===== config.mk =====
export PLATFORM = sky130hd
export DESIGN_NAME = lfsr_bank
export DESIGN_NICKNAME = d
export VERILOG_FILES = /design/src/rtl/lfsr_pkg.sv /design/src/rtl/lfsr_channel.sv /design/src/rtl/lfsr_bank.sv
export SDC_FILE = /design/constraint.sdc
export NUM_CORES = 1
export LEC_CHECK = 0
export ABC_AREA = 1
export CAP_MARGIN = 20
export CELL_PAD_IN_SITES_DETAIL_PLACEMENT = 1
export CELL_PAD_IN_SITES_GLOBAL_PLACEMENT = 2
export CORE_UTILIZATION = 35
export CTS_BUF_LIST = sky130_fd_sc_hd__clkbuf_4
export DETAILED_ROUTE_END_ITERATION = 10
export MAX_ROUTING_LAYER = met4
export PLACE_DENSITY_LB_ADDON = 0.25
export SKIP_CTS_REPAIR_TIMING = 1
export SKIP_LAST_GASP = 1
export SLEW_MARGIN = 15
export SYNTH_ARGS = -nofsm -noshare
export SYNTH_HDL_FRONTEND = slang
export SYNTH_HIERARCHICAL = 1
export SYNTH_SLANG_ARGS = --single-unit

===== constraint.sdc =====
create_clock -name clock -period 1.66 [get_ports clock]
set_input_delay 0.166 -clock clock [delete_from_list [all_inputs] [get_ports clock]]
set_output_delay 0.166 -clock clock [all_outputs]
set_load 0.02 [all_outputs]

===== src/rtl/lfsr_pkg.sv =====
// -----------------------------------------------------------------------------
// lfsr_pkg
//   Shared types and constants for the multi-channel Galois LFSR bank.
//   - lfsr_mode_e : channel mode; the encoding equals the CTRL write code
//                   (D[1:0]) so a CTRL write casts straight into the state.
//   - OFS_*       : register offsets inside one channel's address window.
//   - CH_STRIDE   : size of one channel's address window.
// -----------------------------------------------------------------------------
package lfsr_pkg;

    typedef enum logic [1:0] {
        IDLE  = 2'b00,
        STEP  = 2'b01,
        RUN   = 2'b10,
        BURST = 2'b11
    } lfsr_mode_e;

    localparam logic [2:0] OFS_POLY  = 3'd0;
    localparam logic [2:0] OFS_SEED  = 3'd2;
    localparam logic [2:0] OFS_CTRL  = 3'd4;
    localparam logic [2:0] OFS_COUNT = 3'd6;

    localparam int CH_STRIDE = 8;

    // A channel is active (advancing or about to finish a burst) in every
    // mode except IDLE.
    function automatic logic mode_active(input lfsr_mode_e m);
        return m != IDLE;
    endfunction

endpackage


===== src/rtl/lfsr_channel.sv =====
// -----------------------------------------------------------------------------
// lfsr_channel
//   One Galois LFSR channel: POLY, SEED/LFSR, COUNT registers, the mode FSM,
//   the burst remaining counter and the registered done/lockup flags.
//
//   Ports:
//     clock, reset        : rising-edge clock, async active-high reset
//     we_poly/we_seed/
//     we_ctrl/we_count    : one-cycle write strobes (at most one per cycle)
//     d     [N-1:0]       : write data (CTRL uses d[1:0])
//     q     [N-1:0]       : current LFSR value
//     state               : current mode (also the debug view of the FSM)
//     done                : one-cycle pulse after a burst completes
//     lockup              : LFSR was zero while active, one edge ago
// -----------------------------------------------------------------------------
module lfsr_channel
    import lfsr_pkg::*;
#(
    parameter int N = 8
) (
    input  logic         clock,
    input  logic         reset,
    input  logic         we_poly,
    input  logic         we_seed,
    input  logic         we_ctrl,
    input  logic         we_count,
    input  logic [N-1:0] d,
    output logic [N-1:0] q,
    output lfsr_mode_e   state,
    output logic         done,
    output logic         lockup
);

    lfsr_mode_e   state_q,  state_d;
    logic [N-1:0] lfsr_q,   lfsr_d;
    logic [N-1:0] poly_q,   poly_d;
    logic [N-1:0] count_q,  count_d;
    logic [N-1:0] rem_q,    rem_d;
    logic         done_q,   done_d;
    logic         lockup_q, lockup_d;
    logic         advance;

    always_comb begin
        state_d  = state_q;
        lfsr_d   = lfsr_q;
        poly_d   = poly_q;
        count_d  = count_q;
        rem_d    = rem_q;
        done_d   = 1'b0;
        advance  = 1'b0;
        lockup_d = (lfsr_q == '0) && mode_active(state_q);

        case (state_q)
            RUN: begin
                advance = 1'b1;
            end
            STEP: begin
                advance = 1'b1;
                state_d = IDLE;
            end
            BURST: begin
                // A burst entered with COUNT = 0 finishes without advancing.
                if (rem_q == '0) begin
                    state_d = IDLE;
                    done_d  = 1'b1;
                end else begin
                    advance = 1'b1;
                    rem_d   = rem_q - N'(1);
                    if (rem_q == N'(1)) begin
                        state_d = IDLE;
                        done_d  = 1'b1;
                    end
                end
            end
            default: ;
        endcase

        if (advance) begin
            lfsr_d = (lfsr_q >> 1) ^ (lfsr_q[0] ? poly_q : '0);
        end

        // A seed load wins over this edge's advance; the burst count still
        // decrements because the FSM path above is left untouched.
        if (we_seed) begin
            lfsr_d = d;
        end
        if (we_poly) begin
            poly_d = d;
        end
        if (we_count) begin
            count_d = d;
        end

        // A CTRL write replaces whatever the FSM decided: an aborted burst
        // produces no done, and re-entering BURST reloads the counter.
        if (we_ctrl) begin
            state_d = lfsr_mode_e'(d[1:0]);
            done_d  = 1'b0;
            rem_d   = (lfsr_mode_e'(d[1:0]) == BURST) ? count_q : '0;
        end
    end

    always_ff @(posedge clock or posedge reset) begin
        if (reset) begin
            state_q  <= IDLE;
            lfsr_q   <= '0;
            poly_q   <= '0;
            count_q  <= '0;
            rem_q    <= '0;
            done_q   <= 1'b0;
            lockup_q <= 1'b0;
        end else begin
            state_q  <= state_d;
            lfsr_q   <= lfsr_d;
            poly_q   <= poly_d;
            count_q  <= count_d;
            rem_q    <= rem_d;
            done_q   <= done_d;
            lockup_q <= lockup_d;
        end
    end

    assign q      = lfsr_q;
    assign state  = state_q;
    assign done   = done_q;
    assign lockup = lockup_q;

endmodule


===== src/rtl/lfsr_bank.sv =====
// -----------------------------------------------------------------------------
// lfsr_bank
//   CH independent Galois LFSR channels of width N behind one write port.
//   Channel c owns addresses BASE + 8*c .. BASE + 8*c + 7; even offsets
//   0/2/4/6 are POLY/SEED/CTRL/COUNT, odd offsets are ignored.
//
//   Ports:
//     clock, reset   : rising-edge clock, async active-high reset
//     W, A[15:0], D  : write enable, address, data (one register per cycle)
//     Q[CH*N-1:0]    : LFSR values, channel c at [c*N +: N]
//     busy[CH-1:0]   : channel in RUN, STEP or BURST
//     done[CH-1:0]   : one-cycle burst-complete pulse
//     lockup[CH-1:0] : channel held LFSR == 0 while active
// -----------------------------------------------------------------------------
module lfsr_bank
    import lfsr_pkg::*;
#(
    parameter int          N    = 8,
    parameter int          CH   = 4,
    parameter logic [15:0] BASE = 16'h0010
) (
    input  logic            clock,
    input  logic            reset,
    input  logic            W,
    input  logic [15:0]     A,
    input  logic [N-1:0]    D,
    output logic [CH*N-1:0] Q,
    output logic [CH-1:0]   busy,
    output logic [CH-1:0]   done,
    output logic [CH-1:0]   lockup
);

    logic [31:0] rel;
    logic        in_win;
    logic [31:0] ch_sel;
    logic [2:0]  ofs;

    // Decode in 32 bits so BASE + 8*CH cannot wrap; below-BASE addresses are
    // rejected explicitly since their relative offset would underflow.
    always_comb begin
        rel    = {16'h0000, A} - {16'h0000, BASE};
        in_win = W && (A >= BASE) && (rel < 32'(CH_STRIDE * CH));
        ch_sel = rel >> 3;
        ofs    = rel[2:0];
    end

    for (genvar c = 0; c < CH; c++) begin : g_ch
        logic       sel;
        lfsr_mode_e ch_state;

        assign sel = in_win && (ch_sel == 32'(c));

        lfsr_channel #(.N(N)) u_ch (
            .clock    (clock),
            .reset    (reset),
            .we_poly  (sel && (ofs == OFS_POLY)),
            .we_seed  (sel && (ofs == OFS_SEED)),
            .we_ctrl  (sel && (ofs == OFS_CTRL)),
            .we_count (sel && (ofs == OFS_COUNT)),
            .d        (D),
            .q        (Q[c*N +: N]),
            .state    (ch_state),
            .done     (done[c]),
            .lockup   (lockup[c])
        );

        // Decoded straight from the state flop, so busy carries no
        // combinational path from the write port.
        assign busy[c] = mode_active(ch_state);
    end

endmodule


# Word level (Yosys, flattened, before mapping)
# Index checks and enable logic that the tools add are counted.
# op_classes
bitwise_logic,4
magnitude_cmp,2
n_addsub,5
muxes,68
n_reduce_logical,64
eq_ne,31
# op_table
cell,count
8-bit two-way mux,28
8-bit logical NOT,8
29-bit by 2-bit == test with 1-bit output (second input constant),2
8-bit by 1-bit == test with 1-bit output (second input constant),4
32-bit logical NOT,1
32-bit by 6-bit less-than comparator with 1-bit output (second input constant),1
8-bit by 1-bit subtractor with 8-bit output (second input constant),4
7-bit by 8-bit bitwise XOR with 8-bit output,4
29-bit by 1-bit == test with 1-bit output (second input constant),1
1-bit logical AND,26
2-bit two-way mux,12
2-bit nonzero test,12
1-bit two-way mux,20
2-bit == test (second input constant),9
16-bit by 5-bit subtractor with 17-bit output (second input constant),1
16-bit by 5-bit greater-or-equal comparator with 1-bit output (second input constant),1
4-bit by 1-bit != test with 1-bit output (second input constant),4
2-bit one-hot mux with 2 select lines,4
2-bit AND reduction,8
3-bit nonzero test,4
2-bit by 1-bit == test with 1-bit output (second input constant),4
2-bit by 1-bit != test with 1-bit output (second input constant),4
1-bit one-hot mux with 2 select lines,4
2-bit OR reduction,4
other kinds (3),4
# totals
out_inout_bits,44
input_bits,27
ff_bits,144
elab_cells,202

# Longest topological paths before layout
# Gate-level depths: netlist (run 1).
# depth
word_depth,7
ltp_mapped,18
ltp_nobuf,16

# By module
# The synthesis (run 1) kept the hierarchy.
# by_module_without_submodules
module,n_inst,seq_area_each_um2,cells_per_inst,area_per_inst_um2
lfsr_channel,4,900.9,230,1911.8
lfsr_bank,1,0.0,104,456.7

# Least setup slack after synthesis (run 1)
# OpenSTA, ideal clock, no wires.
# synth_path
path_type,input port to flip-flop
start,input port A[4]
end,register g_ch[0].u_ch.rem_q[2]
n_path_buf,2
setup_time_ns,0.074
arrival_ns,1.938
cell_stages,16
path_slack_ns,-0.352
t_required_ns,1.586
path_cell_list,inv_1 ha_1 nand2_1 nand2_1 o211ai_1 nor2_1 nand3_1 nor2_2 nand2_1 nor2_1 buf_2 clkinv_1 nand2_1 buf_6 nand2_1 o21ai_2
# synth_via
elab_chain_len,7
elab_cells_between_ends,12
classes_between,add/sub (1); order compare (2); eq/ne (1); mux (1); reduce/logical (7)
# synth_rtl
item,line_no,source
from (decl),lfsr_bank.sv:25,"input logic [15:0] A,"
16-bit by 5-bit subtractor with 17-bit output / 16-bit by 5-bit greater-or-equal comparator with 1-bit output (equally long branches),"lfsr_bank.sv:41, lfsr_bank.sv:42",
32-bit by 6-bit less-than comparator with 1-bit output / 1-bit logical AND (equally long branches),lfsr_bank.sv:42,in_win = W && (A >= BASE) && (rel < 32'(CH_STRIDE * CH));
1-bit logical AND,lfsr_bank.sv:42,
1-bit logical AND (*),lfsr_bank.sv:51,assign sel = in_win && (ch_sel == 32'(c));
1-bit logical AND (*),lfsr_bank.sv:58,".we_ctrl (sel && (ofs == OFS_CTRL)),"
2-bit by 1-bit != test with 1-bit output (no source line) / 2-bit nonzero test (equally long branches),--,
2-bit AND reduction (no source line),--,
to (signal assigned),lfsr_channel.sv:117,rem_q <= rem_d;
to (decl),lfsr_channel.sv:38,"logic [N-1:0] rem_q, rem_d;"
# Every way passes the cells marked *; elsewhere a longest branch is shown, timed or not.
# A chain may end at the register's enable or synchronous reset.

# Final worst setup path (run 1)
# layout_path
start,input port A[7]
end,register g_ch[2].u_ch.rem_q[0]
# layout_via
elab_chain_len,7
elab_cells_between_ends,12
classes_between,add/sub (1); order compare (2); eq/ne (2); mux (1); reduce/logical (6)
# layout_rtl
item,line_no
16-bit by 5-bit subtractor with 17-bit output / 16-bit by 5-bit greater-or-equal comparator with 1-bit output (equally long branches),"lfsr_bank.sv:41, lfsr_bank.sv:42"
32-bit by 6-bit less-than comparator with 1-bit output / 1-bit logical AND (equally long branches),lfsr_bank.sv:42
1-bit logical AND,lfsr_bank.sv:42
1-bit logical AND (*),lfsr_bank.sv:51
1-bit logical AND (*),lfsr_bank.sv:58
2-bit by 1-bit != test with 1-bit output (no source line) / 2-bit nonzero test (equally long branches),--
2-bit AND reduction (no source line),--
to (signal assigned),lfsr_channel.sv:117
to (decl),lfsr_channel.sv:38
# Marked as above.

==> impl_metrics.tcl, run 1 <==
set metrics [dict create \
    cp_common_cell "nor2_4" \
    cp.arrival_ns 2.06 \
    dp.final_hpwl_mm 17.1 \
    worstPathCellList "dlymetal6s2s_1, nor2_4, nand2_2, nor2_4, nand2_1, nand2_1, nand3_2, nor2_4, nand2_4, nor2_4, buf_6, buf_6, buf_4, o22ai_1, nand2_2, o21ai_2" \
    layout_common_cells "258 x nand2_1, 144 x dfrtp_1, 107 x inv_1, 107 x buf_4, 86 x nand3_1" \
    tightest_slew_ns 0.415 \
    syn_nets 1077 \
    die_w_um 154 \
    crit_buf_inv 4 \
    core_area_um2 22600 \
    synth_seq_cells 144 \
    max_slew_margin 0.722 \
    drc 0 \
    ant_nets 0 \
    cts.sinks 144 \
    max_freq_mhz 620 \
    cts_tree "built" \
    avgSynthCellArea_um2 7.91 \
    synthToLayoutAreaGrowth_pct 35.2 \
    final_common_cell "nand2_1" \
    yosys_warnings 6 \
    setup_viol 0 \
    postLayoutCellArea_um2 11000 \
    clockBufferDepth 2 \
    max_stage_delay_ns 0.26 \
    die-area_um2 23800 \
    vias 7464 \
    via_per_inst 4.96 \
    cpLargestDelayFamily "simple AND/OR/NAND/NOR gates" \
    drive_gt1_frac 0.249 \
    grt_max_degree 37 \
    fin_skew_ns 0.0321 \
    overflow 0 \
    finalMaxSlewViolations 0 \
    crit_slowest_cell "nor2_4" \
    cts_buffers 17 \
    htreeDepth 4 \
    finalHoldViolations 0 \
    cts_root_buffer "clkbuf_4" \
    antenna_found_initial 1 \
    wire_per_inst_um 15.9 \
    fin_nets 1260 \
    status "completed" \
    syn_area_um2 8100 \
    synth_cell_types 27 \
    place.gp.congestion 0.799 \
    core.rowCount 55 \
    die_h_um 154 \
    start_util 0.358 \
    critPathMaxFanout 4 \
    pin_count 71 \
    grt_util_all_layers 0.216 \
    fin_crit_sh 0.972 \
    grt_pass1_wl_mm 39.6 \
    pre_cts_ws_ns -1.09 \
    hp-class "input pin to async pin" \
    postPlaceCellArea_um2 10200 \
    power_leakage_nw 5.96 \
    post-route-util 0.484 \
    post-route-min-period_ns 1.61 \
    ir_drop_mv 0.302 \
    synth_cells 1024 \
    n_fill_cell 2726 \
    startpoint_type "input pin" \
    drv_cap 0 \
    clk_pin_slew_ns 0.14 \
    grt_pass1_vias 7756 \
    cp.required_ns 2.10 \
    ys_seq_area_frac 0.445 \
    clock_latency_ns 0.57 \
    drt_first_pass_iters 5 \
    cp-end-kind "register" \
    drt_iter0_drc 269 \
    wirelength_mm 24.0 \
    power_density_nw_per_um2 564 \
    setup_ws_ns 0.0460 \
    port_buffers 70 \
    crit_type "input pin to register" \
]
logic make-up (layout without fill, tap and decap cells):
kind of cell / count (synthesis) / in the layout / synth area share
multiplexers: 28 / 28 / 0.0389
other: 0 / 1 / 0
adder cells (fa/ha/maj): 26 / 26 / 0.0401
AO/OA/AOI/OAI: 158 / 158 / 0.118
buffers and inverters: 147 / 343 / 0.0743
AND/OR/NAND/NOR: 509 / 509 / 0.271
XOR/XNOR: 12 / 12 / 0.0130
flip-flops: 144 / 144 / 0.445
flip-flops by register name (all words and copies together), names as in the netlist:
register,count
g_ch.u_ch/done,4
g_ch.u_ch/count_q,32
g_ch.u_ch/lockup,4
g_ch.u_ch/q,32
g_ch.u_ch/poly_q,32
g_ch.u_ch/rem_q,32
g_ch.u_ch/state,8
cell type report:
| type | count | area (um2) | share of cell area |
|---|---|---|---|
| multi-input cells | 733 | 4320 | 0.394 |
| flip-flops and latches | 144 | 3600 | 0.329 |
| repair buffers | 192 | 1890 | 0.173 |
| inverters | 119 | 504 | 0.0460 |
| well taps | 285 | 357 | 0.0326 |
| clock inverters | 14 | 141 | 0.0129 |
| clock buffers | 18 | 135 | 0.0123 |
| diodes | 1 | 2.50 | 0.000228 |
cell usage after synthesis:
cell type	n	area, um2
xor2_1	8	70.1
dfrtp_1	144	3600
nand2_4	8	90.1
nand2_1	278	1040
a21oi_1	28	140
or2_2	5	31.3
o21ai_2	16	140
nand3_1	97	485
clkbuf_1	8	30.0
o21ai_4	4	65.1
o21bai_1	9	67.6
buf_2	16	80.1
clkinv_1	4	15.0
nor2_1	79	297
inv_1	115	432
ha_1	26	325
o211ai_1	5	37.5
o21ai_0	76	380
nor2_2	11	68.8
mux2_2	28	315
nor4_1	4	25.0
nor3_1	10	50.1
nand2_2	4	25.0
o22ai_1	20	125
nand4_1	13	81.3
buf_6	4	45.0
xnor2_1	4	35.0
metal layers:
metal,up-vias,part of all wire,track usage
met3,13,0.021,0.0358
met1,3656,0.49,0.284
met4,0,0.0072,0.0524
li1,3706,-,-
met2,89,0.48,0.348
met5,-,0,-
power by group:
part | internal, mW | switching [mW] | total [mW]
clock | 0.906 | 1.38 | 2.29
combinational | 0.142 | 0.242 | 0.384
sequential | 3.51 | 0.0000330 | 3.51
total | 4.56 | 1.62 | 6.18
final timing paths:
| kind | from | end | slack (ns) | cells past startpoint |
|---|---|---|---|---|
| max | A[7] | g_ch[2].u_ch/rem_q[0] | 0.05 | 16 |
| min reg2reg | g_ch[2].u_ch/poly_q[4] | g_ch[2].u_ch/poly_q[4] | 0.53 | 1 |
| max in group asynchronous | reset | g_ch[0].u_ch/poly_q[7] | 1.16 | 3 |
| min | reset | g_ch[0].u_ch/state[0] | 0.14 | 3 |
| min in group clock | A[4] | g_ch[0].u_ch/count_q[1] | 0.40 | 8 |
| max reg2reg | g_ch[2].u_ch/rem_q[1] | g_ch[2].u_ch/rem_q[6] | 0.10 | 10 |
metrics by stage:
stage | instances | power, mW | TNS, ns | hold slack, ns
floorplan | 1024 | 3.68 | -5.18 | 0.283
CTS | 1486 | 6.28 | -47.56 | 0.0997
global route | 1506 | 6.45 | -0.0277 | 0.106
detailed placement | 1454 | 3.95 | -126.14 | 0.497
finish | 1506 | 6.18 | 0 | 0.138
global placement | 1454 | 3.94 | -118.30 | 0.495
worst register-to-register path, cell delays in order (launching register included):
cell	delay (ns)
dfrtp_1	0.40
inv_1	0.07
ha_1	0.20
nand2_1	0.12
o21ai_4	0.08
buf_4	0.15
buf_4	0.13
nor2_1	0.11
nand2_1	0.07
nand3_1	0.07
nand2_1	0.05
No activity file was read; power rests on OpenSTA's default activity.
==> inputs of run 2 (changes only) <==
Settings changed: CORE_UTILIZATION 35 to 36, MAX_ROUTING_LAYER met4 to unset.
==> run 2 against run 1 <==
Net effect: the run now ends with design-rule violations left; sequential share of layout area rose by 0.12 points; critical path depth fell by 14; design area fell by 0.29%; via count fell by 0.35%; clock skew fell by 0.0058 ns; worst hold slack improved by 0.0062 ns; clock power rose by 9.2%; wire length fell by 2.6%; fmax rose by 1.4%; worst setup slack improved by 0.022 ns; critical path type is now register to primary output; largest cell class unchanged.
==> impl_metrics.tcl, run 2 (synthesized netlist as in run 1, its figures left out) <==
set metrics [dict create \
    hp-class "input pin to async pin" \
    fin_nets 1258 \
    ant_nets 0 \
    drv_cap 0 \
    core_area_um2 22000 \
    die_h_um 152 \
    final_common_cell "nand2_1" \
    tightest_slew_ns 0.387 \
    critPathMaxFanout 3 \
    drive_gt1_frac 0.247 \
    cp-end-kind "primary output" \
    cp.required_ns 1.49 \
    htreeDepth 4 \
    max_freq_mhz 628 \
    power_density_nw_per_um2 585 \
    port_buffers 70 \
    setup_viol 0 \
    finalSetupTns_ns 0 \
    grt_util_all_layers 0.211 \
    startpoint_type "register" \
    drt_iter0_drc 316 \
    die-area_um2 23100 \
    ir_drop_mv 0.289 \
    overflow 0 \
    wire_per_inst_um 15.6 \
    cts_root_buffer "clkbuf_4" \
    fin_crit_sh 0.959 \
    cp.arrival_ns 1.43 \
    pin_count 71 \
    violations "design-rule violations" \
    antenna_found_initial 1 \
    grt_max_degree 37 \
    max_slew_margin 0.740 \
    wirelength_mm 23.4 \
    die_w_um 152 \
    synthToLayoutAreaGrowth_pct 34.8 \
    cts_buffers 17 \
    power_leakage_nw 5.91 \
    clock_latency_ns 0.58 \
    clockBufferDepth 2 \
    dp.final_hpwl_mm 16.6 \
    status "complete, but fails checks" \
    fin_skew_ns 0.0263 \
    via_per_inst 4.96 \
    drt_first_pass_iters 7 \
    place.gp.congestion 0.786 \
    grt_pass1_wl_mm 39.2 \
    clk_pin_slew_ns 0.15 \
    finalHoldViolations 0 \
    cts_tree "built" \
    cts.sinks 144 \
    finalMaxSlewViolations 0 \
    crit_type "register to primary output" \
    post-route-min-period_ns 1.59 \
    layout_common_cells "259 x nand2_1, 142 x dfrtp_1, 105 x buf_4" \
    vias 7438 \
    post-route-util 0.497 \
    core.rowCount 54 \
    drc 10 \
    grt_pass1_vias 7785 \
    start_util 0.369 \
]
## run 2: cell types whose count changed in the layout (fill, tap and decap cells not counted), moves of 3 or more
cell	change
nor2_1	+7
nor2_4	-3
buf_6	-6
buf_12	+3
inv_1	-3
clkinv_2	-3
nand2_4	-3
inv_2	+3
nor2_2	-4
## run 2: critical path: stages (launching register included)
cell and delay (ns):
dfrtp_1 0.41, or2_2 0.29, clkbuf_2 0.18
## run 2: cell type report
cell class,count,area [um2]
Antenna cell,1,2.50
Clock buffer,17,128
Clock inverter,15,183
Fill cell,2609,11000
Inverter,119,504
Multi-Input combinational cell,733,4270
Sequential cell,144,3610
Tap cell,280,350
Timing Repair Buffer,190,1880
## run 2: per-stage QoR
stage	cells	area, um2	hold slack (ns)	total power [mW]	setup WS [ns]
after floorplan	1024	8470	0.283	3.68	-0.0941
after global placement	1450	10200	0.495	3.94	-0.946
after detailed placement	1450	10200	0.496	3.95	-1.04
after CTS	1482	10500	0.0735	6.48	-0.407
after global routing	1499	10900	0.137	6.63	-0.0679
final	1499	10900	0.144	6.39	0.0678
## run 2: worst paths after layout
path / startpoint / to / slack (ns) / cells after the start
max: g_ch[1].u_ch/state[1] / busy[1] / 0.07 / 2
min: reset / g_ch[2].u_ch/poly_q[2] / 0.14 / 3
max reg2reg: g_ch[2].u_ch/rem_q[0] / g_ch[2].u_ch/q[5] / 0.12 / 9
min reg2reg: g_ch[0].u_ch/q[6] / g_ch[0].u_ch/lockup / 0.51 / 1
max in group asynchronous: reset / g_ch[0].u_ch/q[0] / 1.28 / 3
min in group clock: A[0] / g_ch[1].u_ch/poly_q[7] / 0.37 / 8
## run 2: power by group
part | internal (mW) | total [mW] | switching (mW)
combinational | 0.143 | 0.376 | 0.234
clock | 1.06 | 2.50 | 1.44
sequential | 3.51 | 3.51 | 0.0000329
## run 2: layer usage
metal / wire length (um) / share of wire / vias up / track usage
met5: 0 / 0 / - / 0
met4: 295 / 0.013 / 0 / 0.0607
li1: - / - / 3705 / -
met1: 11300 / 0.48 / 3627 / 0.287
met3: 636 / 0.027 / 18 / 0.0308
met2: 11200 / 0.48 / 88 / 0.350
